--- config.mk ---
export PLATFORM = sky130hd
export DESIGN_NAME = store_buffer
export DESIGN_NICKNAME = d
export VERILOG_FILES = /design/src/rtl/rv32i_types.sv /design/src/rtl/store_aligner.sv /design/src/rtl/store_buffer.sv
export SDC_FILE = /design/constraint.sdc
export NUM_CORES = 1
export LEC_CHECK = 0
export ABC_AREA = 1
export CAP_MARGIN = 30
export CORE_MARGIN = 2
export CORE_UTILIZATION = 40
export CTS_CLUSTER_DIAMETER = 100
export DETAILED_ROUTE_END_ITERATION = 7
export PLACE_DENSITY_LB_ADDON = 0.05
export SLEW_MARGIN = 20
export SYNTH_ARGS = -nofsm -noshare
export SYNTH_HDL_FRONTEND = slang
export SYNTH_SLANG_ARGS = --single-unit
--- constraint.sdc ---
create_clock -name clk -period 5.6 [get_ports clk]
set_input_delay 1.12 -clock clk [delete_from_list [all_inputs] [get_ports clk]]
set_output_delay 1.12 -clock clk [all_outputs]
set_load 0.02 [all_outputs]
--- src/rtl/rv32i_types.sv ---
// Shared RV32I store-path types: store funct3 encodings and the store FIFO entry.
package rv32i_types;

  localparam int unsigned XLEN  = 32;
  localparam int unsigned MBE_W = 4;

  typedef enum logic [2:0] {
    sb = 3'b000,
    sh = 3'b001,
    sw = 3'b010
  } store_funct3_t;

  typedef struct packed {
    logic [XLEN-3:0]  word_addr;
    logic [XLEN-1:0]  wdata;
    logic [MBE_W-1:0] mbe;
  } store_entry_t;

endpackage

--- src/rtl/store_aligner.sv ---
// Combinational store alignment: lane-replicates write data, builds the byte
// mask and flags misaligned or illegal stores.
module store_aligner
  import rv32i_types::*;
(
  input  logic [2:0]       funct3,
  input  logic [1:0]       byte_off,
  input  logic [XLEN-1:0]  data,
  output logic [XLEN-1:0]  wdata,
  output logic [MBE_W-1:0] mbe,
  output logic             fault
);

  always_comb begin
    wdata = '0;
    mbe   = '0;
    fault = 1'b0;
    case (store_funct3_t'(funct3))
      sb: begin
        wdata = {4{data[7:0]}};
        mbe   = MBE_W'(4'b0001 << byte_off);
      end
      sh: begin
        wdata = {2{data[15:0]}};
        if (byte_off[0]) fault = 1'b1;
        else             mbe   = byte_off[1] ? 4'b1100 : 4'b0011;
      end
      sw: begin
        wdata = data;
        if (byte_off != 2'b00) fault = 1'b1;
        else                   mbe   = 4'b1111;
      end
      default: fault = 1'b1;
    endcase
  end

endmodule

--- src/rtl/store_buffer.sv ---
// In-order store FIFO between the MEM stage and the data-cache write port,
// with misalignment faulting and word-granular load hazard detection.
module store_buffer
  import rv32i_types::*;
#(
  parameter int unsigned DEPTH = 4
) (
  input  logic        clk,
  input  logic        rst,
  input  logic        st_valid,
  output logic        st_ready,
  input  logic [2:0]  st_funct3,
  input  logic [31:0] st_addr,
  input  logic [31:0] st_data,
  output logic        st_fault,
  input  logic [31:0] ld_addr,
  output logic        ld_hazard,
  output logic        dmem_write,
  output logic [31:0] dmem_address,
  output logic [31:0] dmem_wdata,
  output logic [3:0]  dmem_mbe,
  input  logic        dmem_resp,
  output logic        empty
);

  localparam int unsigned PTR_W = $clog2(DEPTH);
  localparam int unsigned CNT_W = PTR_W + 1;

  typedef enum logic {IDLE, WRITE} state_t;

  state_t             state, state_next;
  logic [PTR_W-1:0]   head, tail;
  logic [CNT_W-1:0]   count;
  logic [DEPTH-1:0]   valid;
  store_entry_t       mem [DEPTH];

  logic [XLEN-1:0]    al_wdata;
  logic [MBE_W-1:0]   al_mbe;
  logic               al_fault;
  logic               push, pop;
  logic [1:0]         ld_addr_unused;

  store_aligner u_aligner (
    .funct3   (st_funct3),
    .byte_off (st_addr[1:0]),
    .data     (st_data),
    .wdata    (al_wdata),
    .mbe      (al_mbe),
    .fault    (al_fault)
  );

  assign ld_addr_unused = ld_addr[1:0];
  assign st_ready = (count < CNT_W'(DEPTH));
  assign st_fault = st_valid & al_fault;
  assign push     = st_valid & st_ready & ~al_fault;
  assign pop      = (state == WRITE) & dmem_resp;
  assign empty    = (count == '0) & (state == IDLE);

  // Entry storage needs no reset: valid bits gate every use.
  always_ff @(posedge clk) begin
    if (push) mem[tail] <= '{word_addr: st_addr[31:2], wdata: al_wdata, mbe: al_mbe};
  end

  always_ff @(posedge clk or negedge rst) begin
    if (!rst) begin
      head  <= '0;
      tail  <= '0;
      count <= '0;
      valid <= '0;
    end else begin
      if (pop) begin
        head        <= head + PTR_W'(1);
        valid[head] <= 1'b0;
      end
      if (push) begin
        tail        <= tail + PTR_W'(1);
        valid[tail] <= 1'b1;
      end
      case ({push, pop})
        2'b10:   count <= count + CNT_W'(1);
        2'b01:   count <= count - CNT_W'(1);
        default: count <= count;
      endcase
    end
  end

  always_ff @(posedge clk or negedge rst) begin
    if (!rst) state <= IDLE;
    else      state <= state_next;
  end

  always_comb begin
    state_next = state;
    case (state)
      IDLE:    if (count != '0) state_next = WRITE;
      WRITE:   if (dmem_resp)   state_next = IDLE;
      default: state_next = IDLE;
    endcase
  end

  // Cache request registers: loaded from the head on entering WRITE, held until resp.
  always_ff @(posedge clk or negedge rst) begin
    if (!rst) begin
      dmem_write   <= 1'b0;
      dmem_address <= '0;
      dmem_wdata   <= '0;
      dmem_mbe     <= '0;
    end else if (state == IDLE && state_next == WRITE) begin
      dmem_write   <= 1'b1;
      dmem_address <= {mem[head].word_addr, 2'b00};
      dmem_wdata   <= mem[head].wdata;
      dmem_mbe     <= mem[head].mbe;
    end else if (pop) begin
      dmem_write   <= 1'b0;
      dmem_address <= '0;
      dmem_wdata   <= '0;
      dmem_mbe     <= '0;
    end
  end

  // Word-granular match against every pending entry, including the one in flight.
  always_comb begin
    ld_hazard = 1'b0;
    for (int i = 0; i < int'(DEPTH); i++) begin
      if (valid[i] && (mem[i].word_addr == ld_addr[31:2])) ld_hazard = 1'b1;
    end
  end

endmodule

==> summary.md, run 1 <==
| Metric | Value |
|---|---|
| Max Root-Sink Buffers | 3 |
| Finished layout cell area | between 0.015 and 0.02 mm^2 |
| Synth area leaders | edfxtp_1 51%, dfrtp_1 13%, nand2_1 12% |
| Setup Buffers After CTS | 0 |
| Final WL | 46,120 um |
| Die Y | approximately 200 um |
| Hold buffers post-CTS | 0 |
| Footprint of the multi-input gates | 0.004830 mm^2 |
| Number of synthesized flops with an enable pin | 264 |
| Cell family with most CP delay | buffers and inverters |
| TritonCTS clock tree | yes |
| H-tree depth | 2 |
| Die area | 0.04070 mm^2 |
| Fmax | roughly 230 MHz |
| Cell Rows | 72 |
| Net Sw Frac | 34.84% |
| DP HPWL | 29,960 um |
| Combinational power share | 29.8% |
| GRT Util Overall | 22.91% |
| Asr flop ratio synth | 23.03% |
| First-pass GRT wire length | 69,820 um |
| Critical-path top delay cell | clkdlybuf4s50_1 |
| Register area share after synthesis | 63.32% |
| Area after DPL | about 0.018 mm^2 |
| Latest clock arrival within the worst-skew pair | about 0.56 ns |
| Layout cells sized above 1 | between 6 and 7% |
| Vias | 11.63k |
| Ys Warns | 0 |
| Setup slack at placement | 1.175 ns |
| WL met1 | 20,300 um |
| Final Wtd Congestion | 0.8970 |
| Flop pwr share | 39.5% |
| Post-synth top area cell | edfxtp_1 |
| Share of the synthesized area in the top cell type | 50.68% |
| Period utilisation layout | 79.06% |
| DR WL met3 | ~2400 um |
| Initial Utilization | 40.47% |
| Endpoints failing hold | 0 |
| Wirelength per Cell | 20.03 um |
| Num CTS Buffers | 40 |
| Worst EP required | 4.48 ns |
| Switching pwr | approximately 3.0 mW |
| Worst EP arrival | 3.31 ns |
| Max layer used | met5 |
| Final Critical Period | 4.428 ns |
| Worst path max stage delay | around 0.6 ns |
| Status | completed |
| Buffers & Inverters on Critical Path | 3 |
| Fill cell total of the finished layout | 3,521 |
| Metal2 WL | 22,320 um |
| RSZ-0062 raised after global routing | false |
| PnR Total Power | around 8.6 mW |
| HP Class | input port to async pin |
| Vias in the first global route | 11.75k |
| Crit-path cells | clkdlybuf4s50_1 -> inv_1 -> nand2_1 -> o21ai_0 -> nor2_1 -> nand2_1 -> nor2_1 -> nand2_1 -> nor2_1 -> nor2_1 -> nand2_1 -> clkdlybuf4s50_1 |
| Area grow syn2layout | 23.00% |
| Cell leakage power | 7.965 nW |
| Clock sink total | 343 |
| Remaining antenna violation count | 0 |
| Nets | around 1.9k |
| Antenna violations before repair | 1 |
| Core area | 0.03865 mm^2 |
| Setup-failing EPs final | 0 |
| Worst-path clk slew | approximately 0.06 ns |
| Max-slew headroom | 33.87% |
| # IOs | 176 |
| Least-Margin Pin Slew | slightly below 1 ns |
| Worst Path Max Fanout | 6 |
| Largest net degree at the start of global routing | 83 |
| FF+latch count, synth | 343 |
| Final setup skew | between 0.01 and 0.015 ns |
| Syn Area/Cell | 9.825 um^2 |
| Setup TNS Final | 0 ns |
| Register area | 0.009910 mm^2 |
| PnR worst setup slack | 1.172 ns |
| Max VDD drop | about 0.3 mV |
| IO Port Bufs | 171 |
| Post-synthesis cell type count | 34 |
| N_diodes | 0 |
| TritonRoute pass-1 iters | 5 |
| Max-cap violations | 0 |
| Final Max Tran Viols | 0 |
| Worst setup SP type | input port |
| Final routed DRC violation total | 0 |
| CP endpoint kind | primary output |
| Post-CTS sizing | 0 |
| Die Wd | around 200 um |
| Synth Instances | 1,592 |
| Initial DRC Count | 635 |
| Critical Setup Path Class | input port to primary output |
| PD cells | 445.8 mW/mm^2 |
| GR Overflow Total | 0 |
| Vias per inst | 5.053 |
| Primary FF master, synth | edfxtp_1 |
| Root Buffer | clkbuf_16 |
| Clk pwr share | 30.6% |
| Netlist Area Pre-Place | about 0.016 mm^2 |
| Internal | 5.589 mW |
[power by group through the flow]
stage	clock network, mW	logic [mW]	registers, mW
after floorplan	0	1.43	3.50
after global placement	0	2.56	3.44
after detailed placement	0	2.58	3.44
after CTS	2.69	2.60	3.39
after global routing	2.79	2.83	3.43
final	2.63	2.56	3.39
[cell usage in the layout (no fill, tap or decap), types with 36 or more instances in the layout]
master | Yosys | final
a21oi_1 | 130 | 130
a221o_1 | 36 | 36
nand2_1 | 502 | 500
nor2_1 | 91 | 87
nand3_1 | 89 | 89
edfxtp_1 | 264 | 264
o21ai_0 | 101 | 101
dfrtp_1 | 79 | 77
clkbuf_16 | 0 | 41
inv_1 | 154 | 154
clkdlybuf4s50_1 | 0 | 170
[per-stage QoR]
step                cells  utilization, %  hold WS (ns)
global placement     2227           46.28        0.4642
detailed placement   2227           46.28        0.4659
floorplan            1593               -        0.4465
CTS                  2301           49.71        0.4780
finish               2302           49.78        0.4403
global route         2302           49.78        0.4309
[final cells by class]
cell class / instances / share of cell area, %
clock inverters: 21 / 1.106
flip-flops and latches: 343 / 51.51
multi-input cells: 1018 / 25.10
inverters: 161 / 3.161
well taps: 518 / 3.369
repair buffers: 188 / 9.977
clock buffers: 53 / 5.775
[sequential cells by signal, indices dropped and copies added, names as in the netlist]
| name | flops |
|---|---|
| count | 3 |
| dmem_mbe | 4 |
| dmem_address | 30 |
| mem | 264 |
| dmem_wdata | 32 |
| tail | 2 |
| valid | 4 |
| state | 1 |
| dmem_write | 1 |
| head | 2 |
[Yosys cell counts (2+ instances only)]
library cell / number
xnor2_1: 9
edfxtp_1: 264
clkinv_1: 2
ha_1: 9
buf_1: 3
inv_2: 4
nand3_1: 89
inv_1: 154
buf_2: 35
nand2_1: 502
xor2_1: 6
o21ai_1: 9
buf_4: 6
nor2_1: 91
o21ai_2: 4
o21ai_0: 101
nor2_4: 3
nand2_4: 3
nand2_2: 2
a221o_1: 36
dfrtp_1: 79
o211ai_1: 15
clkbuf_1: 26
a21oi_1: 130
[per-layer routing]
layer	GRT usage, %	vias to the layer above
met5	0	-
met4	6.696	2
met3	4.227	62
met2	38.73	313
met1	30.14	5574
li1	-	5680
[cells by family (layout without fill, tap and decap cells)]
logic type,count (synthesis),in the layout,synth area share (%)
other,1,2,0.02398
buffers and inverters,232,423,6.079
DFF,343,343,63.32
and+or+nand+nor,693,693,17.81
xor gates and xnor gates,15,15,0.8400
AOI/OAI and AO/OA,298,298,11.08
adders and majority gates,10,10,0.8480
[final timing paths]
kind	from	to	slack, ns	cells past startpoint
max in group asynchronous	rst	head[0]$_DFFE_PN0P_	4.10	3
min reg2reg	count[0]$_DFFE_PN0P_	count[0]$_DFFE_PN0P_	0.48	1
min in group clk	count[0]$_DFFE_PN0P_	count[0]$_DFFE_PN0P_	0.48	1
max reg2reg	head[0]$_DFFE_PN0P_	dmem_wdata[25]$_DFFE_PN0P_	2.35	6
min	rst	dmem_address[21]$_DFFE_PN0P_	0.44	1
max	ld_addr[21]	ld_hazard	1.17	12
Note: power is estimated with default switching activity, not from simulation.
==> run 2: changes to the inputs <==
==> constraint.sdc (replaced) <==
create_clock -name clk -period 3.6 [get_ports clk]
set_input_delay 0.72 -clock clk [delete_from_list [all_inputs] [get_ports clk]]
set_output_delay 0.72 -clock clk [all_outputs]
set_load 0.02 [all_outputs]
==> summary.md, run 2 (synthesis gave the netlist of run 1 again) <==
| Metric | Value |
|---|---|
| Initial Utilization | around 40% |
| Final Critical Period | approximately 3.4 ns |
| Worst EP required | about 2.9 ns |
| Reg2reg end | dmem_wdata[25]$_DFFE_PN0P_ |
| Most flops, register | mem |
| Least-Margin Pin Slew | 0.8764 ns |
| Fmax | 296.8 MHz |
| Clock sink total | 343 |
| Max Root-Sink Buffers | 3 |
| Final Wtd Congestion | 0.8912 |
| Most frequent cells in the layout | 500 x nand2_1, 264 x edfxtp_1, 169 x clkdlybuf4s50_1 |
| Endpoints failing hold | 0 |
| Vias in the first global route | 11.76k |
| Largest register FFs | 264 |
| Reg2reg path depth | 5 |
| Reg2reg start | head[0]$_DFFE_PN0P_ |
| Clk pwr share | 29.9% |
| Worst setup SP type | input port |
| Setup slack at placement | 0.01498 ns |
| Root Buffer | clkbuf_16 |
| DP HPWL | between 20,000 and 30,000 um |
| Cell Rows | 72 |
| Final Max Tran Viols | 0 |
| Area grow syn2layout | 24.81% |
| Core area | 0.03865 mm^2 |
| Hold buffers post-CTS | 0 |
| # IOs | 176 |
| Die Y | 201.7 um |
| Critical Setup Path Class | input port to primary output |
| TritonRoute pass-1 iters | 5 |
| Switching pwr | 4.650 mW |
| Worst-path clk slew | 0.05 ns |
| Wirelength per Cell | between 15 and 20 um |
| Remaining antenna violation count | 0 |
| Die Wd | 201.7 um |
| Latest clock arrival within the worst-skew pair | 0.57 ns |
| Setup-failing EPs final | 0 |
| Post-CTS sizing | 0 |
| Period utilisation layout | between 90% and 100% |
| Max VDD drop | roughly 0.74 mV |
| HP Class | input port to async pin |
| Worst EP arrival | 2.65 ns |
| Status | completed |
| GR Overflow Total | 0 |
| Setup Buffers After CTS | 0 |
| Antenna violations before repair | 0 |
| PD cells | just under 700 mW/mm^2 |
| Vias | between 10k and 15k |
| H-tree depth | 2 |
| Flop pwr share | 38.1% |
| Final WL | 46,440 um |
| Final setup skew | 0.03140 ns |
| Die area | 0.04070 mm^2 |
| PnR worst setup slack | 0.2308 ns |
| First-pass GRT wire length | between 70,000 and 80,000 um |
| Combinational power share | 32.0% |
| Max-slew headroom | 41.57% |
| Num CTS Buffers | 38 |
| PnR Total Power | 13.34 mW |
| CP endpoint kind | primary output |
| Initial DRC Count | around 800 |
| RSZ-0062 raised after global routing | false |
| Commonest non-fill, non-tap cell in the layout | nand2_1 |
| Largest registers | mem (264), dmem_wdata (32), dmem_address (30) |
| TritonCTS clock tree | yes |
| Layout cells sized above 1 | between 7 and 8% |
| Cell leakage power | about 8 nW |
| Final routed DRC violation total | 0 |
| Net Sw Frac | 34.85% |
| R2R Setup Slk | 1.72 ns |
| GRT Util Overall | 22.90% |
| IO Port Bufs | between 150 and 200 |
| Worst Path Max Fanout | 4 |
| Nets | 1,897 |
| Largest net degree at the start of global routing | 155 |
| Vias per inst | 5.075 |
| Max-cap violations | 0 |
| Internal | between 8 and 9 mW |
## run 2: cell type report
class | instances | area (um^2)
fillers | 3527 | 19130
flip-flops and latches | 343 | 9910
multi-input cells | 1018 | 4830
repair buffers | 222 | 2240
clock buffers | 51 | 1061
well taps | 518 | 648.1
inverters | 161 | 608.1
clock inverters | 19 | 222.7
diodes | 1 | 2.502
## run 2: worst max-delay path, cell delays in order
cell and delay [ns]:
clkdlybuf4s50_1 0.61, inv_1 0.11, nand3_2 0.11, nand2_4 0.08, nor2_4 0.10, inv_4 0.04, nand2_4 0.08, nand2_4 0.09
nor2_1 0.11, clkdlybuf4s50_1 0.61
## run 2: stage by stage
step / TNS, ns / util, % / cells / area [um^2] / hold slack, ns
after floorplan: -10.28 / - / 1593 / 15660 / 0.4244
after global placement: 0 / 47.11 / 2261 / 18210 / 0.4645
after detailed placement: 0 / 47.11 / 2261 / 18210 / 0.4648
after CTS: 0 / 50.43 / 2331 / 19490 / 0.3006
after global routing: 0 / 50.51 / 2332 / 19520 / 0.3280
final: 0 / 50.51 / 2333 / 19520 / 0.2746
## run 2: worst max path at each step
| stage | from | endpoint | slack [ns] | depth (start not counted) |
|---|---|---|---|---|
| 2_1_floorplan | st_funct3[1] | mem[1][0]$_DFFE_PP_ | -0.04 | 10 |
| 3_3_place_gp | ld_addr[9] | ld_hazard | 0.01 | 12 |
| 3_5_place_dp | ld_addr[11] | ld_hazard | 0.01 | 12 |
| 4_1_cts | ld_addr[9] | ld_hazard | 0.006 | 12 |
| 5_1_grt | st_funct3[0] | st_fault | 0.14 | 10 |
| 6_report | st_funct3[0] | st_fault | 0.23 | 10 |
## run 2: per-layer routing
layer	global-route usage (%)	share of wire (%)
met1	29.79	43
met2	39.05	49
met3	3.466	5.1
met4	8.036	2.6
met5	0	0
## run 2: power groups by stage
stage	Clock [mW]	Sequential (mW)	Combinational, mW
after CTS	4.07	5.09	4.32
after global routing	4.22	5.14	4.70
final	3.99	5.08	4.27
after floorplan	0	5.44	2.23
after global placement	0	5.16	4.26
after detailed placement	0	5.16	4.30
==> edit 1, RTL diff (settings of run 1) <==
Register the output `st_fault`; this adds one clock of latency there. The other outputs are not delayed to match.
--- a/src/rtl/store_buffer.sv
+++ b/src/rtl/store_buffer.sv
@@ -51,7 +51,9 @@
 
   assign ld_addr_unused = ld_addr[1:0];
   assign st_ready = (count < CNT_W'(DEPTH));
-  assign st_fault = st_valid & al_fault;
+  always_ff @(posedge clk) begin
+    st_fault <= st_valid & al_fault;
+  end
   assign push     = st_valid & st_ready & ~al_fault;
   assign pop      = (state == WRITE) & dmem_resp;
   assign empty    = (count == '0) & (state == IDLE);
Check against the original RTL: not equivalent (a bounded check fails within 4 cycles, from zero or initial values and one cycle with rst low).
==> edit 1 against run 1 <==
Sequential cell count grew 1; cell area down 0.68%; count of clock-buffer cells in the layout up 4; first-iteration DRC count increased by 9.3%; routed wire length is 0.68% lower; critical path type unchanged; power is 2.8% lower; setup slack lost 110 ps; largest cell class unchanged; synthesized area about the same; register-to-register slack better by 650 ps; critical endpoint unchanged; final cell count barely moved.
==> edit 1: results (changes against run 1) <==
| Metric | Value |
|---|---|
| Synth Area in Adders | `0.8472% (about the same)` |
| Fillers | `3552 (+0.88%)` |
| Non-clk buf share | `9.967% (about the same)` |
| Clock buffer cells | `57 (+7.5%)` |
| Synth top area cells | `edfxtp_1 51%, dfrtp_1 13%, nand2_1 12%` |
| FFs & Latches | `344 (+0.29%)` |
| CTS Buf Count | `39 (-2.5%)` |
| DP Area | `17910 µm² (+0.13%)` |
| Slack of the worst reg-to-reg path | `3000 ps (+650 ps)` |
| Global-route usage over all layers | `22.58% (-0.33 points)` |
| Met1 usage | `29.66% (-0.48 points)` |
| Non-Clock Buffer Count | `186 (-1.1%)` |
| Met2 GRT Util | `38.01% (-0.72 points)` |
| First-pass GRT wire length | `69000 µm (-1.2%)` |
| CP startpoint | `ld_addr[16]` |
| Worst-margin pin slew | `989.3 ps (-2.628 ps)` |
| XOR/XNOR Fraction of Synth Area | `0.8951% (+0.055 points)` |
| Layout cell share with drive strength beyond 1 | `5.278% (-0.78 points)` |
| Post-synthesis sequential area ratio | `63.40% (+0.072 points)` |
| Reg2Reg Capture Point | `dmem_wdata[0]` |
| Status | `completed` |
| Worst Hold Class | `reg2reg` |
| Final hold slack | `477.4 ps (+37.07 ps)` |
| Drt wl/cell | `19.91 µm (-0.59%)` |
| WP data arrival | `3420 ps (+110 ps)` |
| Max IR drop VDD | `0.2107 mV (-30%)` |
| Met3 usage in global routing | `3.660% (-0.57 points)` |
| Worst-Skew Late Latency | `540 ps (-20 ps)` |
| Nonclk inv count | `166 (+3.1%)` |
| Multi-input logic area | `4818 µm² (-0.23%)` |
| Synth Area in Compound Gates | `11.18% (+0.10 points)` |
| Asr flop ratio synth | `22.97% (-0.067 points)` |
| M1 WL | `19920 µm (-1.8%)` |
| Vias per cell | `5.101 (+0.96%)` |
| Non-Filler Instances | `2300 (-0.087%)` |
| Largest net degree at the start of global routing | `91 (+9.6%)` |
| Finished Core Util | `49.44% (-0.34 points)` |
| Clock-cell share of area | `6.149% (-0.73 points)` |
| Diode count | `1 (+1)` |
| Place WS | `1099 ps (-76.38 ps)` |
| Number of iterations in the first detailed-routing pass | `7 (+2)` |
| Sequential cell area share | `51.97% (+0.46 points)` |
| Synth cell count leaders | `491 x nand2_1, 264 x edfxtp_1, 160 x inv_1` |
| Syn_area_per_cell | `9.827 µm² (about the same)` |
| Minimum clock period | `4538 ps (+110.8 ps)` |
| Initial drt markers | `694 (+9.3%)` |
| Fin nets | `1864 (-0.054%)` |
==> edit 1: where the power goes <==
group          switching [mW]  internal (mW)  total (mW)
Combinational            1.69          0.965        2.65
Sequential              0.248           3.08        3.32
Clock                    1.01           1.36        2.36
Total                    2.94           5.40        8.34
==> edit 1: critical path, cell delays in order <==
cell	delay [ps]
clkdlybuf4s50_1	700
inv_1	120
nand2_1	80
nand2_1	80
nor2_1	200
nand2_1	80
nor2_1	90
nand2_1	70
nor2_1	80
nor2_1	50
nand2_1	110
clkdlybuf4s50_1	620
==> edit 1: worst max path at each step <==
stage / endpoint / cells after the start
6_report: ld_hazard / 12
5_1_grt: ld_hazard / 12
4_1_cts: ld_hazard / 12
3_5_place_dp: ld_hazard / 12
3_3_place_gp: ld_hazard / 12
2_1_floorplan: mem[0][0] / 10
==> edit 2, RTL diff (flow settings as in run 1) <==
Without the edit above. Set the parameter `DEPTH` to 8 (it was 4).
--- a/src/rtl/store_buffer.sv
+++ b/src/rtl/store_buffer.sv
@@ -3,7 +3,7 @@
 module store_buffer
   import rv32i_types::*;
 #(
-  parameter int unsigned DEPTH = 4
+  parameter int unsigned DEPTH = 8
 ) (
   input  logic        clk,
   input  logic        rst,
Function: changed (a bounded check fails within 10 cycles, from zero or initial values and one cycle with rst low).
==> edit 2 against run 1 <==
Sequential cell count grew 271; power is 68% higher; synthesized area increased by 79%; combinational power rose by 62%; cell area increased by 72%; global-route usage is 3.9 points higher; final cell count rose by 72%; setup slack got worse by 570 ps; critical endpoint unchanged; routed wire length grew 110%; non-clock buffer count increased by 40.
==> edit 2: results (changes against run 1) <==
| Metric | Value |
|---|---|
| XOR/XNOR Fraction of Synth Area | `2.320% (+1.5 points)` |
| EDFF count, synth | `528 (+100%)` |
| Synth Area in Adders | `0.2956% (-0.55 points)` |
| Total wire length | `95780 µm (+110%)` |
| Leak | `13.07 nW (+64%)` |
| Status | `completed` |
| Worst-margin pin slew | `1017 ps (+25.04 ps)` |
| Vias in the first global route | `20510 (+75%)` |
| Worst Path Max Fanout | `9 (+3)` |
| CTS Buf Count | `72 (+80%)` |
| Count of cell types in the netlist | `33 (-2.9%)` |
| Worst-Skew Late Latency | `640 ps (+80 ps)` |
| H-Tree Depth | `3 (+1)` |
| Place WS | `707.2 ps (-468.2 ps)` |
| Fillers | `6412 (+82%)` |
| CP max stage delay | `730 ps (+120 ps)` |
| Number of iterations in the first detailed-routing pass | `6 (+1)` |
| WP data arrival | `3880 ps (+570 ps)` |
| Synth cell count leaders | `987 x nand2_1, 528 x edfxtp_1, 280 x inv_1` |
| Max IR drop VDD | `0.2903 mV (-3.7%)` |
| GPL Wtd Cong | `0.9671 (+7.8%)` |
| Layout cell share with drive strength beyond 1 | `6.145% (+0.091 points)` |
| Vias post-DR | `20910 (+80%)` |
| Asr flop ratio synth | `14.01% (-9.0 points)` |
| Initial antenna violation count | `6 (+5)` |
| Synth top area cells | `edfxtp_1 57%, nand2_1 13%, dfrtp_1 7.7%` |
| First-pass GRT wire length | `138800 µm (+99%)` |
edit 2: cell count changes in the layout (fill, tap and decap cells not counted), moves of 80 or more:
cell / run 1 / this run
edfxtp_1: 264 / 528
nand4_1: 1 / 107
nand3_1: 89 / 199
nand2_1: 500 / 985
a21oi_1: 130 / 50
inv_1: 154 / 279
edit 2: layer usage:
layer  vias to the layer above  global-route usage (%)  wire, µm
li1                       9772                       -         -
met1                     10250                   35.24     40350
met2                       710                   44.42     45660
met3                       168                   4.994      6241
met4                         6                   9.920      3505
met5                         -                       0        29
edit 2: cell families (layout without fill, tap and decap cells):
logic type / count (synthesis) / count (layout)
flops: 614 / 614
xor+xnor: 74 / 74
other cells: 1 / 5
buf+inv: 426 / 643
compound gates: 268 / 268
simple gates: 1420 / 1420
fa+ha+maj: 6 / 6
edit 2: final timing paths:
| check | endpoint | slack (ps) | depth (start not counted) | startpoint |
|---|---|---|---|---|
| max | ld_hazard | 600 | 12 | ld_addr[15] |
| min reg2reg | dmem_write | 490 | 2 | dmem_write |
| min in group clk | dmem_write | 490 | 2 | dmem_write |
| max in group asynchronous | dmem_address[18] | 4070 | 3 | rst |
| min | dmem_wdata[23] | 420 | 1 | rst |
| max reg2reg | dmem_wdata[20] | 2480 | 6 | head[0] |
edit 2: layout make-up:
cell class / instances / area share (%)
multi-input cells: 1770 / 25.18
well taps: 931 / 3.510
inverters: 283 / 3.220
flip-flops and latches: 614 / 54.28
diodes: 3 / 0.02262
clock inverters: 29 / 0.8936
repair buffers: 228 / 6.749
clock buffers: 103 / 6.150
edit 2: power by group:
group / internal, mW / total [mW] / switching [mW]
Combinational: 1.24 / 4.14 / 2.90
Sequential: 5.35 / 5.66 / 0.302
Clock: 2.66 / 4.60 / 1.94
Total: 9.26 / 14.4 / 5.13
